$ cat src/rtl/idreg_file.sv
// Bank of increment/decrement registers with one write-port op per cycle, two
// combinational read ports, registered Z/N/wrap flags and an optional chained pair.
module idreg_file #(
  parameter int unsigned      WIDTH    = 8,
  parameter int unsigned      NREG     = 6,
  parameter logic [WIDTH-1:0] RST_VAL  = '0,
  parameter int unsigned      SP_IDX   = 3,
  parameter logic [WIDTH-1:0] SP_RST   = WIDTH'(8'hFD),
  parameter int unsigned      CHAIN_EN = 1,
  parameter int unsigned      CHAIN_LO = 4,
  parameter int unsigned      BYPASS   = 0,
  localparam int unsigned     SELW     = $clog2(NREG)
) (
  input  logic             clk,
  input  logic             rst,
  input  logic             op_valid,
  input  logic [1:0]       op,
  input  logic [SELW-1:0]  wsel,
  input  logic [WIDTH-1:0] din,
  input  logic [SELW-1:0]  rsel_a,
  output logic [WIDTH-1:0] rdata_a,
  input  logic [SELW-1:0]  rsel_b,
  output logic [WIDTH-1:0] rdata_b,
  output logic             flag_z,
  output logic             flag_n,
  output logic             flag_wrap,
  output logic             sel_err
);

  localparam logic [1:0]      OP_NOP    = 2'd0;
  localparam logic [1:0]      OP_LOAD   = 2'd1;
  localparam logic [1:0]      OP_INC    = 2'd2;
  localparam logic [1:0]      OP_DEC    = 2'd3;
  localparam int unsigned     PAIRW     = 2 * WIDTH;
  localparam int unsigned     CHAIN_HI  = CHAIN_LO + 1;
  localparam logic [SELW:0]   NREG_W    = (SELW+1)'(NREG);
  localparam logic [SELW-1:0] CHAIN_SEL = SELW'(CHAIN_LO);

  logic [WIDTH-1:0] regs     [NREG];
  logic [WIDTH-1:0] regs_nxt [NREG];

  logic             active;
  logic             exec;
  logic             is_step;
  logic             is_inc;
  logic             chain_op;
  logic [WIDTH-1:0] cur_w;
  logic [WIDTH-1:0] res;
  logic [PAIRW-1:0] pair;
  logic [PAIRW-1:0] pair_res;
  logic             res_z;
  logic             res_n;
  logic             res_wrap;

  // Decode the write-port operation and compute its result and flags.
  always_comb begin
    active   = op_valid && (op != OP_NOP);
    exec     = active && ({1'b0, wsel} < NREG_W);
    is_step  = (op == OP_INC) || (op == OP_DEC);
    is_inc   = (op == OP_INC);
    chain_op = (CHAIN_EN != 0) && is_step && (wsel == CHAIN_SEL);

    cur_w = '0;
    for (int i = 0; i < int'(NREG); i++) begin
      if (wsel == SELW'(i)) cur_w = regs[i];
    end

    pair     = {regs[CHAIN_HI], regs[CHAIN_LO]};
    pair_res = is_inc ? pair + PAIRW'(1) : pair - PAIRW'(1);

    if (op == OP_LOAD) res = din;
    else               res = is_inc ? cur_w + WIDTH'(1) : cur_w - WIDTH'(1);

    res_z    = chain_op ? (pair_res == '0) : (res == '0);
    res_n    = chain_op ? pair_res[PAIRW-1] : res[WIDTH-1];
    res_wrap = 1'b0;
    if (is_step) begin
      if (chain_op) res_wrap = is_inc ? (&pair) : (pair == '0);
      else          res_wrap = is_inc ? (&cur_w) : (cur_w == '0);
    end
  end

  // Next-state register bank; the chained hi half follows a CHAIN_LO step.
  always_comb begin
    for (int i = 0; i < int'(NREG); i++) begin
      regs_nxt[i] = regs[i];
      if (exec && (wsel == SELW'(i))) begin
        regs_nxt[i] = chain_op ? pair_res[WIDTH-1:0] : res;
      end
      if (exec && chain_op && (i == int'(CHAIN_HI))) begin
        regs_nxt[i] = pair_res[PAIRW-1:WIDTH];
      end
    end
  end

  // Read ports; bypass variant exposes the value being written this cycle.
  always_comb begin
    rdata_a = '0;
    rdata_b = '0;
    for (int i = 0; i < int'(NREG); i++) begin
      if (rsel_a == SELW'(i)) rdata_a = (BYPASS != 0) ? regs_nxt[i] : regs[i];
      if (rsel_b == SELW'(i)) rdata_b = (BYPASS != 0) ? regs_nxt[i] : regs[i];
    end
  end

  always_ff @(posedge clk) begin
    if (rst) begin
      for (int unsigned i = 0; i < NREG; i++) begin
        regs[i] <= (i == SP_IDX) ? SP_RST : RST_VAL;
      end
      flag_z    <= 1'b0;
      flag_n    <= 1'b0;
      flag_wrap <= 1'b0;
      sel_err   <= 1'b0;
    end else begin
      regs    <= regs_nxt;
      sel_err <= active && !exec;
      if (exec) begin
        flag_z    <= res_z;
        flag_n    <= res_n;
        flag_wrap <= res_wrap;
      end
    end
  end

endmodule
$ cat config.mk
export PLATFORM = sky130hd
export DESIGN_NAME = idreg_file
export DESIGN_NICKNAME = d
export VERILOG_FILES = /design/src/rtl/idreg_file.sv
export SDC_FILE = /design/constraint.sdc
export NUM_CORES = 1
export LEC_CHECK = 0
export CORE_MARGIN = 2
export CORE_UTILIZATION = 45
export CTS_CLUSTER_DIAMETER = 150
export DETAILED_ROUTE_END_ITERATION = 16
export PLACE_DENSITY = 0.79
export SYNTH_ARGS = -nofsm -noshare
export SYNTH_HDL_FRONTEND = slang
export SYNTH_SLANG_ARGS = --single-unit
$ cat constraint.sdc
create_clock -name clk -period 3.7 [get_ports clk]
set_input_delay 0.925 -clock clk [delete_from_list [all_inputs] [get_ports clk]]
set_output_delay 0.925 -clock clk [all_outputs]
set_load 0.005 [all_outputs]
=== Word level (Yosys, flattened, before mapping) ===
Cells that the tools add are included.
W data, S select, Z words.

* Register bits: 52
* Latch bits: 0
* RAM bits: 0
* ROM bits: 0
* Input port bits: 22
* Output and inout port bits: 20
* Word-level logic and storage cells: 87
* Memories: 0

* $add $sub $neg: 4
* Multipliers: 0
* Divide/modulo/power cells: 0
* $lt $le $gt $ge: 1
* Equal/unequal tests: 18
* Shifts and indexed selects: 0
* Multiplexer cells: 30
* Bitwise gates (word level): 0
* Reductions and logical operators: 24

{| class="wikitable"
|+ Operators by type and width
! operator !! count
|-
| $mux W8 || 23
|-
| $logic_not A16 Y1 || 2
|-
| $eq A3 B2 Y1 const B || 6
|-
| $eq A3 B3 Y1 const B || 6
|-
| $add A16 B1 Y16 const B || 1
|-
| $logic_not A8 Y1 || 2
|-
| $mux W16 || 1
|-
| $reduce_and A16 Y1 || 1
|-
| $sub A16 B1 Y16 const B || 1
|-
| $logic_and A1 B1 Y1 || 11
|-
| $eq A3 B1 Y1 const B || 3
|-
| $logic_not A3 Y1 || 3
|-
| $add A8 B1 Y8 const B || 1
|-
| $reduce_and A8 Y1 || 1
|-
| $sub A8 B1 Y8 const B || 1
|-
| $mux W1 || 6
|-
| $eq A2 B2 Y1 const B || 2
|-
| $reduce_bool A2 Y1 || 2
|-
| $lt A3 B3 Y1 const B || 1
|-
| $eq A2 B1 Y1 const B || 1
|-
| $logic_not A1 Y1 || 1
|-
| $logic_or A1 B1 Y1 || 1
|}

=== Logic depth before layout (Yosys ltp) ===
Gate-level depths: netlist of the first run.

* Word-level depth: 13
* Mapped depth: 14
* Mapped depth without buffers: 13

=== Least setup slack after synthesis of the first run ===
OpenSTA, ideal clock, no wires.

* Path type: input to register
* Start: in wsel[0]
* End: reg regs (netlist bit pair[14])
* Setup time: 0.070 ns
* Arrival: 3.798 ns
* Data required time: 3.630 ns
* Path slack: -0.168 ns
* Stages: 14
* Path buffers: 2
* Cell sequence: buf_6 buf_2 mux2_2 a22oi_1 a22oi_1 fa_1 a21o_1 a21oi_1 o21bai_1 a2111o_1 o311ai_1 mux2i_1 a2bb2oi_1 a21oi_1

* Word-level cells in the longest chain between the ends: 13

{| class="wikitable"
|+ RTL lines
! element !! line !! RTL
|-
| start, declared || 18 || <nowiki>input logic [SELW-1:0] wsel,</nowiki>
|-
| $logic_not A3 Y1 || 65 || <nowiki>if (wsel == SELW'(i)) cur_w = regs[i];</nowiki>
|-
| $mux W8 (6 in series) || 65 ||
|-
| $sub A8 B1 Y8 / $add A8 B1 Y8 (equally long branches) || 72 || <nowiki>else res = is_inc ? cur_w + WIDTH'(1) : cur_w - WIDTH'(1);</nowiki>
|-
| $mux W8 || 72 ||
|-
| $mux W8 || 71 || <nowiki>if (op == OP_LOAD) res = din;</nowiki>
|-
| $mux W8 || 88 || <nowiki>regs_nxt[i] = chain_op ? pair_res[WIDTH-1:0] : res;</nowiki>
|-
| $mux W8 || 87 || <nowiki>if (exec && (wsel == SELW'(i))) begin</nowiki>
|-
| $mux W8 || 90 || <nowiki>if (exec && chain_op && (i == int'(CHAIN_HI))) begin</nowiki>
|-
| end signal, assigned by index || 109 || <nowiki>regs[i] <= (i == SP_IDX) ? SP_RST : RST_VAL;</nowiki>
|-
| end signal, assigned || 116 || <nowiki>regs <= regs_nxt;</nowiki>
|-
| end, declared || 39 || <nowiki>logic [WIDTH-1:0] regs [NREG];</nowiki>
|}

Parallel ways exist; a longest one is shown, timed or not. The select of a mux whose other input is x is not followed.
A chain may end at the register's enable or synchronous reset.

=== Final worst setup path of the first run ===
* Start: in op[0]
* End: reg regs (netlist bit pair[15])

* Word-level cells in the longest chain between the ends: 6

{| class="wikitable"
|+ RTL lines
! element !! line !! RTL
|-
| start, declared || 17 || <nowiki>input logic [1:0] op,</nowiki>
|-
| $eq A2 B2 Y1 (on tied branches) || 59, 60 ||
|-
| $mux W8 / $logic_or A1 B1 Y1 (equally long branches) || 72, 59 ||
|-
| $mux W8 / $logic_and A1 B1 Y1 (equally long branches) || 71, 61 ||
|-
| $mux W8 || 88 ||
|-
| $mux W8 || 87 ||
|-
| $mux W8 || 90 ||
|}

Parallel ways exist; a longest one is shown, timed or not. The select of a mux whose other input is x is not followed.

==> metrics.txt, run 1 <==
period utilization=97.5%; layout cell share with drive strength beyond 1=25.8%; Slew @ Worst Pin=~0.73 ns; IO Count=42; Fill cells=847; Fin. Hold Viols=0; clk sinks=52; CTS clock-pin slew for the worst setup and hold paths=0.10 ns; total number of yosys warnings=0; Initial Utilization=a little under half; HPWL Detailed=13200 um; GRT Overall Usage=between 30% and 40%; syn_nets=652; Flop pwr share=36.0%; H-Tree Depth=2; unique cell type count in the Yosys netlist=70; min Tclk post-route=3.61 ns; clock power share=between 20% and 30%; Max Buffers Root-to-Sink=2; root buf cell=clkbuf_8; Hold Slack=0.512 ns; Clock Skews=~0.0051 ns; pwr dens=262 nW/um^2; Worst Path Required=3.90 ns; vias=between 5000 and 6000; CTS tree=yes; total DRC errors in the routed layout=0; Seq cells post-synth=52; Layout Nets=784; Num CTS Buffers=5; final non-filler cell total=876; most frequent cells in the layout=116 x buf_4, 69 x nor2_1, 61 x mux2i_1, 55 x nand2_1, 52 x dfxtp_1; sequential element share of the synthesized area=22.2%; row count=37; DIE WIDTH=106 um; Setup-failing EPs final=0; Sw Share=36.3%; Total Power=between 1.5 and 2 mW; share of flip-flops with an asynchronous set or reset=0%; outcome=completed; Main synth FF type=dfxtp_1; largest net degree at the start of global routing=42; syn_area_per_cell=approximately 7.7 sq um; commonest non-fill, non-tap cell in the layout=buf_4; first-pass GRT wire length=28000 um; Worst slew margin=51.3%; Core ar.=10200 sq um; HP Start=flag_wrap; total gr overflow=0; peak supply drop=0.000159 V; WL final=17400 um; antenna violations before repair=0; leakage power=2.65 nW; P_sw=0.616 mW; Critical R2R Launch=pair[1]; Combinational Power Share=43.2%; First DRT Iteration DRCs=534; Max Cap Viol=0; Skew-Pair Late Insertion Delay=0.32 ns; vias in the first global route=5417; Gate Count Post-Synth=approximately 610; CTS Hold Bufs=0; drt wl/cell=about 20 um; die extent in y=around 110 um; Ant. Diodes=0; vias per cell=between 6 and 7; Critical Path Start Type=input port; Cell Area, Synth=4690 sq um; die area=roughly 11000 sq um; worst min path class=flop to flop; Max FO, Critical Path=6; f_max=0.277 GHz; GP Congestion=0.910; kind of critical path=input port to flop; Setup crit end kind=flop; Pint=~1.1 mW; Core Util, Final=63.4%; Detail Route Antenna Nets=0; Final Max Tran Viols=0; placed cell count=857; worst setup path startpoint=op[0]; TritonRoute pass-1 iters=8; Area Growth Syn to Fin=38.4%; PortBufs=41; critical path arrival=3.81 ns; number of synthesized flops with an enable pin=0
[layout make-up]
class                   count  area, sq um  area share [%]
multi-input cells         497         3720            57.2
repair buffers            164         1390            21.5
flip-flops and latches     52         1040            16.0
well taps                 136          170            2.62
inverters                  19         75.1            1.16
clock buffers               5         68.8            1.06
clock inverters             3         27.5           0.424
[timing repair]
action,4_1_cts,5_1_grt
gates cloned,0,0
pin swaps,23,9
setup buffers,9,2
gates resized for setup,38,20
endpoints found under the setup margin,34,42
[synthesized netlist by cell type (6+ instances only)]
cell type,number,area (sq um)
a21oi_1,43,215
mux2i_1,62,621
clkbuf_1,30,113
ha_1,21,263
a2bb2oi_1,6,52.6
xnor2_1,10,87.6
o211ai_1,6,45.0
nor2b_1,10,62.6
nor4_1,9,56.3
nand3_1,13,65.1
o221ai_1,19,166
and3_1,7,43.8
nand2_1,55,206
a21o_1,10,75.1
nand4_1,9,56.3
nor3_1,14,70.1
nand2b_1,10,62.6
and2_1,6,37.5
a22oi_1,6,45.0
a211oi_1,14,105
inv_1,19,71.3
o21ai_0,15,75.1
dfxtp_1,52,1040
nor2_1,70,263
[through the flow]
stage,instance area (sq um),TNS [ns],setup slack (ns)
global route,6490,-0.00946,-0.00946
CTS,6400,0,0.000511
floorplan,4800,0,0.0106
detailed placement,6080,-20.57,-0.694
global placement,6080,-15.17,-0.528
finish,6490,0,0.0923
[cells by family (layout without fill, tap and decap cells)]
| kind of cell | after synthesis | in the layout | synth area share [%] |
|---|---|---|---|
| buffers and inverters | 58 | 191 | 4.91 |
| DFF | 52 | 52 | 22.2 |
| xor gates and xnor gates | 14 | 14 | 2.61 |
| AOI/OAI and AO/OA | 170 | 170 | 25.5 |
| adders and majority gates | 23 | 23 | 6.46 |
| muxes | 67 | 67 | 15.2 |
| and+or+nand+nor | 223 | 223 | 23.2 |
[sequential cells by signal (all words and copies together), names as in the netlist]
register   count
regs          32
pair          16
flag_n         1
flag_wrap      1
flag_z         1
sel_err        1
[power by group through the flow]
stage / Sequential [mW] / Clock [mW] / Combinational [mW]
floorplan: 0.606 / 0 / 0.373
global placement: 0.621 / 0 / 0.638
detailed placement: 0.621 / 0 / 0.657
CTS: 0.608 / 0.352 / 0.700
global route: 0.612 / 0.369 / 0.785
finish: 0.611 / 0.353 / 0.733
[routing by layer]
metal | vias up | track usage [%] | part of all wire (%)
met3 | 59 | 4.11 | 8.4
li1 | 2530 | - | -
met2 | 289 | 53.4 | 48
met4 | 0 | 14.6 | 4.1
met5 | - | 0 | 0
met1 | 2554 | 38.4 | 40
[critical path, cell delays in order]
cell and delay (ns):
dlygate4sd2_1 0.27, nor2b_4 0.16, clkinvlp_4 0.14, buf_12 0.14, buf_12 0.13, ha_4 0.22, a211oi_1 0.30, o21ai_1 0.16
o21ai_1 0.23, nand3_1 0.22, and3_1 0.21, nor3_1 0.20, buf_4 0.18, a2bb2oi_1 0.21, o22ai_1 0.10
[final timing paths]
kind	end	slack, ns	depth (start not counted)
hold / removal	flag_wrap	0.51	2
setup / recovery	pair[15]	0.09	15
setup reg to reg	regs[37]	0.53	13
hold reg to reg	flag_wrap	0.51	2
No activity file was read; power rests on OpenSTA's default activity.
==> run 2, diff against run 1 <==
- ABC_AREA: not set -> 1
- PLACE_DENSITY: 0.79 -> 0.8
==> run 2 against run 1 <==
Largest power group unchanged. Combinational power is 15% lower. Global-route usage shrank 3.1 points. Clock skew rose by 0.0067 ns. Critical endpoint is now rdata_a[3]. Synthesized cell count is 18% higher. Power decreased by 7.8%. Hold slack got worse by 0.0020 ns. Largest cell class unchanged.
==> metrics.txt, run 2 <==
root buf cell=clkbuf_8; Clock Skews=0.0117 ns (+0.00666 ns); die area=10900 sq um (-3.6%); Cell Area, Synth=4520 sq um (-3.7%); Initial Utilization=46.2% (+0.36 points); first-pass GRT wire length=24900 um (-11%); vias per cell=5.70 (-8.1%); M1 GR Usage=38.6% (+0.20 points); unique cell type count in the Yosys netlist=45 (-36%); cell with the most instances after synthesis=inv_1; Worst Path Required=2.77 ns (-1.13 ns); top cells by count, synth=140 x inv_1, 109 x nand2_1, 68 x nor2_1, 58 x a21oi_1, 52 x dfxtp_1; Top reg by flops=regs; vias=5546 (+2.1%); kind of critical path=input port to output port; die extent in y=104 um (-1.8%); pwr dens=262 nW/um^2 (about the same); Critical Path Start Type=input port; post-synth top area cell=dfxtp_1; hold path endpoint=flag_n; capturing point of the worst reg2reg path=pair[13]; Slew @ Worst Pin=0.817 ns (+0.0874 ns); GRT Overall Usage=28.0% (-3.1 points); Fin. Hold Viols=0 (unchanged); most frequent cells in the layout=139 x inv_1, 102 x nand2_1, 86 x buf_4, 64 x nor2_1, 55 x a21oi_1; Sw Share=36.8% (+0.46 points); Fill cells=885 (+4.5%); clk sinks=52 (unchanged); final setup margin=0.0313 ns (-0.0610 ns); min Tclk post-route=3.67 ns (+0.0610 ns); critical path arrival=2.74 ns (-1.07 ns); row count=36 (-2.7%); vias in the first global route=5040 (-7.0%); sequential element share of the synthesized area=23.0% (+0.85 points); f_max=0.273 GHz (-1.7%); Largest register FFs=32 (unchanged); PortBufs=41 (unchanged); CTS clock-pin slew for the worst setup and hold paths=0.09 ns (about the same); TritonRoute pass-1 iters=7 (-1); Setup WS pre-CTS=-0.345 ns (+0.349 ns); Seq cells post-synth=52 (unchanged); met3 Usage GRT=6.70% (+2.6 points); Worst slew margin=45.5% (-5.8 points); unrepaired setup endpoints after global routing=yes; Core ar.=9770 sq um (-4.5%); outcome=completed; drt wl/cell=16.1 um (-19%); period utilization=99.2% (+1.6 points); Hold Path Cell Cnt=2 (unchanged); CTS Hold Bufs=0 (unchanged); Area Growth Syn to Fin=32.3%; Hold Slack=0.510 ns (-0.00202 ns); Max Cap Viol=0 (unchanged); number of synthesized flops with an enable pin=0 (unchanged); met2 Usage GRT=42.4% (-11 points); layout cell share with drive strength beyond 1=18.5% (-7.4 points); most used routing layer=met2; H-Tree Depth=2 (unchanged); Ant. Diodes=0 (unchanged); Skew-Pair Late Insertion Delay=0.32 ns (about the same); Synth area leaders=dfxtp_1 23%, inv_1 12%, nand2_1 9.1%; Main synth FF type=dfxtp_1; syn_area_per_cell=6.29 sq um (-19%); area taken by flip-flops and latches=1040 sq um (unchanged); Area after DPL=5670 sq um (-6.8%); HP Start=flag_n; Max Buffers Root-to-Sink=2 (unchanged); post-synth top area share=23.0% (+0.85 points); commonest non-fill, non-tap cell in the layout=inv_1; largest net degree at the start of global routing=33 (-21%); Flop pwr share=38.2% (+2.2 points); GP Congestion=0.998 (+9.6%); Gate Count Post-Synth=718 (+18%); Combinational Power Share=40.0% (-3.2 points); HPWL Detailed=12000 um (-8.9%); antenna violations before repair=0 (unchanged); Worst R2R Setup Slack=1.08 ns (+0.55 ns); IO Count=42 (unchanged); Critical R2R Launch=regs[18]; DIE WIDTH=104 um (-1.8%); WL final=15700 um (-10%); share of flip-flops with an asynchronous set or reset=0% (unchanged); Detail Route Antenna Nets=0 (unchanged); Worst Reg-to-Reg Cells=16 (+3); Layout Nets=884 (+13%); Setup TNS=0 ns (unchanged); First DRT Iteration DRCs=795 (+49%); Total Power=1.56 mW (-7.8%); syn_nets=763 (+17%); total DRC errors in the routed layout=0 (unchanged); Final Max Tran Viols=0 (unchanged); clock power share=21.8% (+1.0 points); multi-input combinational cell area=3040 sq um (-18%); Setup-failing EPs final=0 (unchanged); peak supply drop=0.000243 V (+53%); total gr overflow=0 (unchanged); worst min path class=flop to flop; leakage power=3.02 nW (+14%); Setup crit end kind=output port; Num CTS Buffers=5 (unchanged); CTS tree=yes; Max FO, Critical Path=8 (+2); Pint=0.990 mW (-8.5%); Post-Layout Inst Area=5980 sq um (-7.9%); P_sw=0.575 mW (-6.7%); total number of yosys warnings=0 (unchanged)
## run 2: cell types whose count changed in the layout (fill, tap and decap cells not counted), sizes merged, moves of 34 or more
cell	previous run	this run
nand3	13	47
inv	19	143
nand2	55	117
mux2i	63	0
buf	123	87
o21ai	20	57
## run 2: logic make-up after synthesis
group | synth area share [%]
simple gates | 28.6
compound gates | 25.6
buf+inv | 13.5
flops | 23.0
fa+ha+maj | 6.70
xor+xnor | 2.52
## run 2: worst max path at each step
stage                          from          to  slack, ns  cells past startpoint
after floorplan             wsel[1]      flag_z       0.40                     22
after global placement      wsel[0]      flag_z      -0.31                     21
after detailed placement    wsel[0]      flag_z      -0.34                     21
after CTS                 rsel_a[0]  rdata_a[6]      0.004                      7
after global routing      rsel_a[2]  rdata_a[0]      -0.03                      8
final                     rsel_a[2]  rdata_a[3]       0.03                      5
## run 2: cell type report
type	count	share of cell area [%]
clock buffer	6	1.21
clock inverter	2	0.230
inverter	143	9.02
multi-input combinational	509	50.8
sequential	52	17.4
tap	133	2.78
timing repair buffer	128	18.5
## run 2: repair_timing
action | CTS | global route
endpoints found under the setup margin | 10 | 54
buffers inserted | 0 | 2
gates resized for setup | 9 | 46
pin swaps | 0 | 5
## run 2: stage by stage
stage | util, % | std cells
CTS | 59.2 | 971
floorplan | - | 718
global placement | 58.0 | 963
global route | 61.1 | 973
detailed placement | 58.0 | 963
finish | 61.1 | 973
## run 2: worst max-delay path, stage by stage
cell             delay (ns)
clkdlybuf4s50_1        0.48
buf_4                  0.12
nand3_1                0.26
o221ai_1               0.40
clkdlybuf4s50_1        0.57
## run 2: power groups by stage
stage               Clock, mW  Combinational, mW  Sequential (mW)
floorplan                   0              0.323            0.602
global placement            0              0.581            0.609
detailed placement          0              0.587            0.609
CTS                     0.336              0.594            0.596
global route            0.354              0.685            0.598
finish                  0.341              0.626            0.597
## run 2: routing by layer
layer / vias to the layer above / routed length [um]
li1: 2676 / -
met1: 2459 / 6580
met2: 356 / 6680
met3: 55 / 1820
met4: 0 / 576
met5: - / 0
==> run 3, diff against run 2 <==
- ABC_AREA: 1 -> not set
- CORE_MARGIN: 2 -> 3
- PLACE_DENSITY: 0.8 -> 0.79
==> run 3 against run 2 <==
Sequential power increased by 2%. Via count increased by 0.85%. Cell count is 9.5% lower. Global-route usage grew 0.57 points. Sequential cell count unchanged. Hold slack lost 0.048 ns.
==> metrics.txt, run 3 (same netlist as run 1, synthesis figures left out) <==
outcome=completed; worst min path class=flop to flop; Top reg by flops=regs; Hold Path Cell Cnt=2 (unchanged); CTS tree=yes; Core ar.=9950 sq um (+1.8%); max incr delay on CP=0.55 ns (-0.02 ns); slowest CP cell=clkdlybuf4s50_1; Setup-failing EPs final=0 (unchanged); Critical R2R Launch=pair[1]; GP Congestion=1.04 (+4.5%); final non-filler cell total=881 (-9.5%); die area=11700 sq um (+7.6%); commonest non-fill, non-tap cell in the layout=buf_4; Layout Nets=792 (-10%); Worst Reg-to-Reg Cells=12 (-4); GRT Overall Usage=28.5% (+0.57 points); period utilization=98.6% (-0.54 points); CTS clock-pin slew for the worst setup and hold paths=0.11 ns (+0.02 ns); Fin. Hold Viols=0 (unchanged); largest net degree at the start of global routing=42 (+27%); Ant. Diodes=0 (unchanged); min Tclk post-route=3.65 ns (-0.0200 ns); Num CTS Buffers=5 (unchanged); Clock Skews=0.0112 ns (-0.000481 ns); peak supply drop=0.000169 V (-30%); CP bufs+invs=2 (-1); worst path cell trace=clkdlybuf4s50_1, and2_1, a21oi_1, o221ai_1, clkdlybuf4s50_1; placed cell count=845 (-12%); Detail Route Antenna Nets=0 (unchanged); Worst slew margin=50.3% (+4.8 points); PortBufs=41 (unchanged); WL final=17500 um (+12%); capturing point of the worst reg2reg path=flag_z; H-Tree Depth=2 (unchanged); hold path endpoint=flag_wrap; HP Start=flag_wrap; TritonRoute pass-1 iters=8 (+1); Largest register FFs=32 (unchanged); Final Max Tran Viols=0 (unchanged); layout cell share with drive strength beyond 1=27.4% (+9.0 points); antenna violations before repair=0 (unchanged); drt wl/cell=19.9 um (+24%); crit-path most repeated cell=clkdlybuf4s50_1; First DRT Iteration DRCs=541 (-32%); vias=5593 (+0.85%); Skew-Pair Late Insertion Delay=0.32 ns (about the same); most frequent cells in the layout=121 x buf_4, 69 x nor2_1, 58 x mux2i_1, 55 x nand2_1, 52 x dfxtp_1; root buf cell=clkbuf_8; critical path arrival=2.72 ns (-0.02 ns); HPWL Detailed=12700 um (+5.8%); IO Count=42 (unchanged); f_max=0.274 GHz (+0.55%); Fill cells=773 (-13%); Worst R2R Setup Slack=0.35 ns (-0.73 ns); row count=36 (unchanged); Slew @ Worst Pin=0.744 ns (-0.0724 ns); Max Buffers Root-to-Sink=2 (unchanged); Post-Layout Inst Area=6600 sq um (+10%); pwr dens=260 nW/um^2 (-0.82%); total gr overflow=0 (unchanged); Max FO, Critical Path=8 (unchanged); DIE WIDTH=108 um (+3.8%); leakage power=2.73 nW (-9.8%); Hold Slack=0.462 ns (-0.0480 ns); first-pass GRT wire length=26800 um (+7.8%); vias per cell=6.35 (+11%); CP delay by family, top=buffers and inverters; Initial Utilization=47.1% (+0.91 points); Max Cap Viol=0 (unchanged); vias in the first global route=5258 (+4.3%); Setup crit end kind=output port; Critical Path Start Type=input port; kind of critical path=input port to output port; Area after DPL=6030 sq um (+6.3%); die extent in y=108 um (+3.8%); Total Power=1.71 mW (+9.5%); CTS Hold Bufs=0 (unchanged); Area Growth Syn to Fin=40.7%; Worst Path Required=2.77 ns (about the same); total DRC errors in the routed layout=0 (unchanged); clk sinks=52 (unchanged)
[run 3: cell types whose count changed in the layout (fill, tap and decap cells not counted), moves of 16 or more]
| cell | previous run | this run |
|---|---|---|
| buf_4 | 86 | 121 |
| inv_1 | 139 | 17 |
| o21ai_0 | 45 | 12 |
| o22ai_1 | 27 | 4 |
| nand2_1 | 102 | 55 |
| a21oi_1 | 55 | 39 |
| nand3_1 | 38 | 13 |
| mux2i_1 | 0 | 58 |
[run 3: worst max path at each step]
stage          slack, ns  startpoint  cells after the start    endpoint
6_report            0.05   rsel_b[0]                      5  rdata_b[7]
5_1_grt            -0.05     wsel[0]                     16    regs[39]
4_1_cts             0.04       op[1]                     15      flag_z
3_5_place_dp       -0.61     wsel[0]                     15    pair[15]
3_3_place_gp       -0.50     wsel[0]                     14      flag_z
2_1_floorplan       0.01       op[0]                     11      flag_z
[run 3: per-layer routing]
layer	share of wire (%)	global-route usage, %	vias to the layer above
li1	-	-	2537
met1	40	38.3	2593
met2	45	46.4	381
met3	10	3.64	82
met4	4.5	11.7	0
met5	0	0	-
[run 3: what timing repair did]
item / CTS / global route
cloned: 1 / 1
setup buffers: 8 / 18
endpoints found under the setup margin: 27 / 29
pin swaps: 7 / 20
resized for setup: 25 / 45
[run 3: metrics by stage]
step	utilization (%)	setup WS [ns]	setup TNS, ns
finish	66.3	0.0513	0
CTS	63.1	0.0397	0
detailed placement	60.5	-0.609	-17.30
global placement	60.5	-0.503	-13.19
global route	66.3	-0.0487	-0.130
floorplan	-	0.0106	0
[run 3: cell type report]
class	count	area, sq um	area share [%]
Sequential cell	52	1040	15.8
Timing Repair Buffer	172	1470	22.3
Inverter	19	75.1	1.14
Tap cell	133	166	2.52
Clock buffer	5	68.8	1.04
Multi-Input combinational cell	497	3750	56.8
Clock inverter	3	26.3	0.398
[run 3: power breakdown]
part	internal (mW)	switching [mW]	leakage, nW
Clock	0.138	0.222	0.0423
Combinational	0.371	0.374	2.26
Sequential	0.577	0.0319	0.421
Total	1.09	0.627	2.73
[run 3: worst reg2reg max path, stage by stage, from the launching register on]
cell and delay, ns:
dfxtp_1 0.77, nor2b_1 0.33, o22ai_4 0.12, a22oi_2 0.24
fa_2 0.25, a21o_1 0.16, a21oi_4 0.08, xnor2_2 0.21
a21oi_2 0.08, or4b_4 0.55, a311oi_2 0.31, nand4_1 0.13
nand2_1 0.07
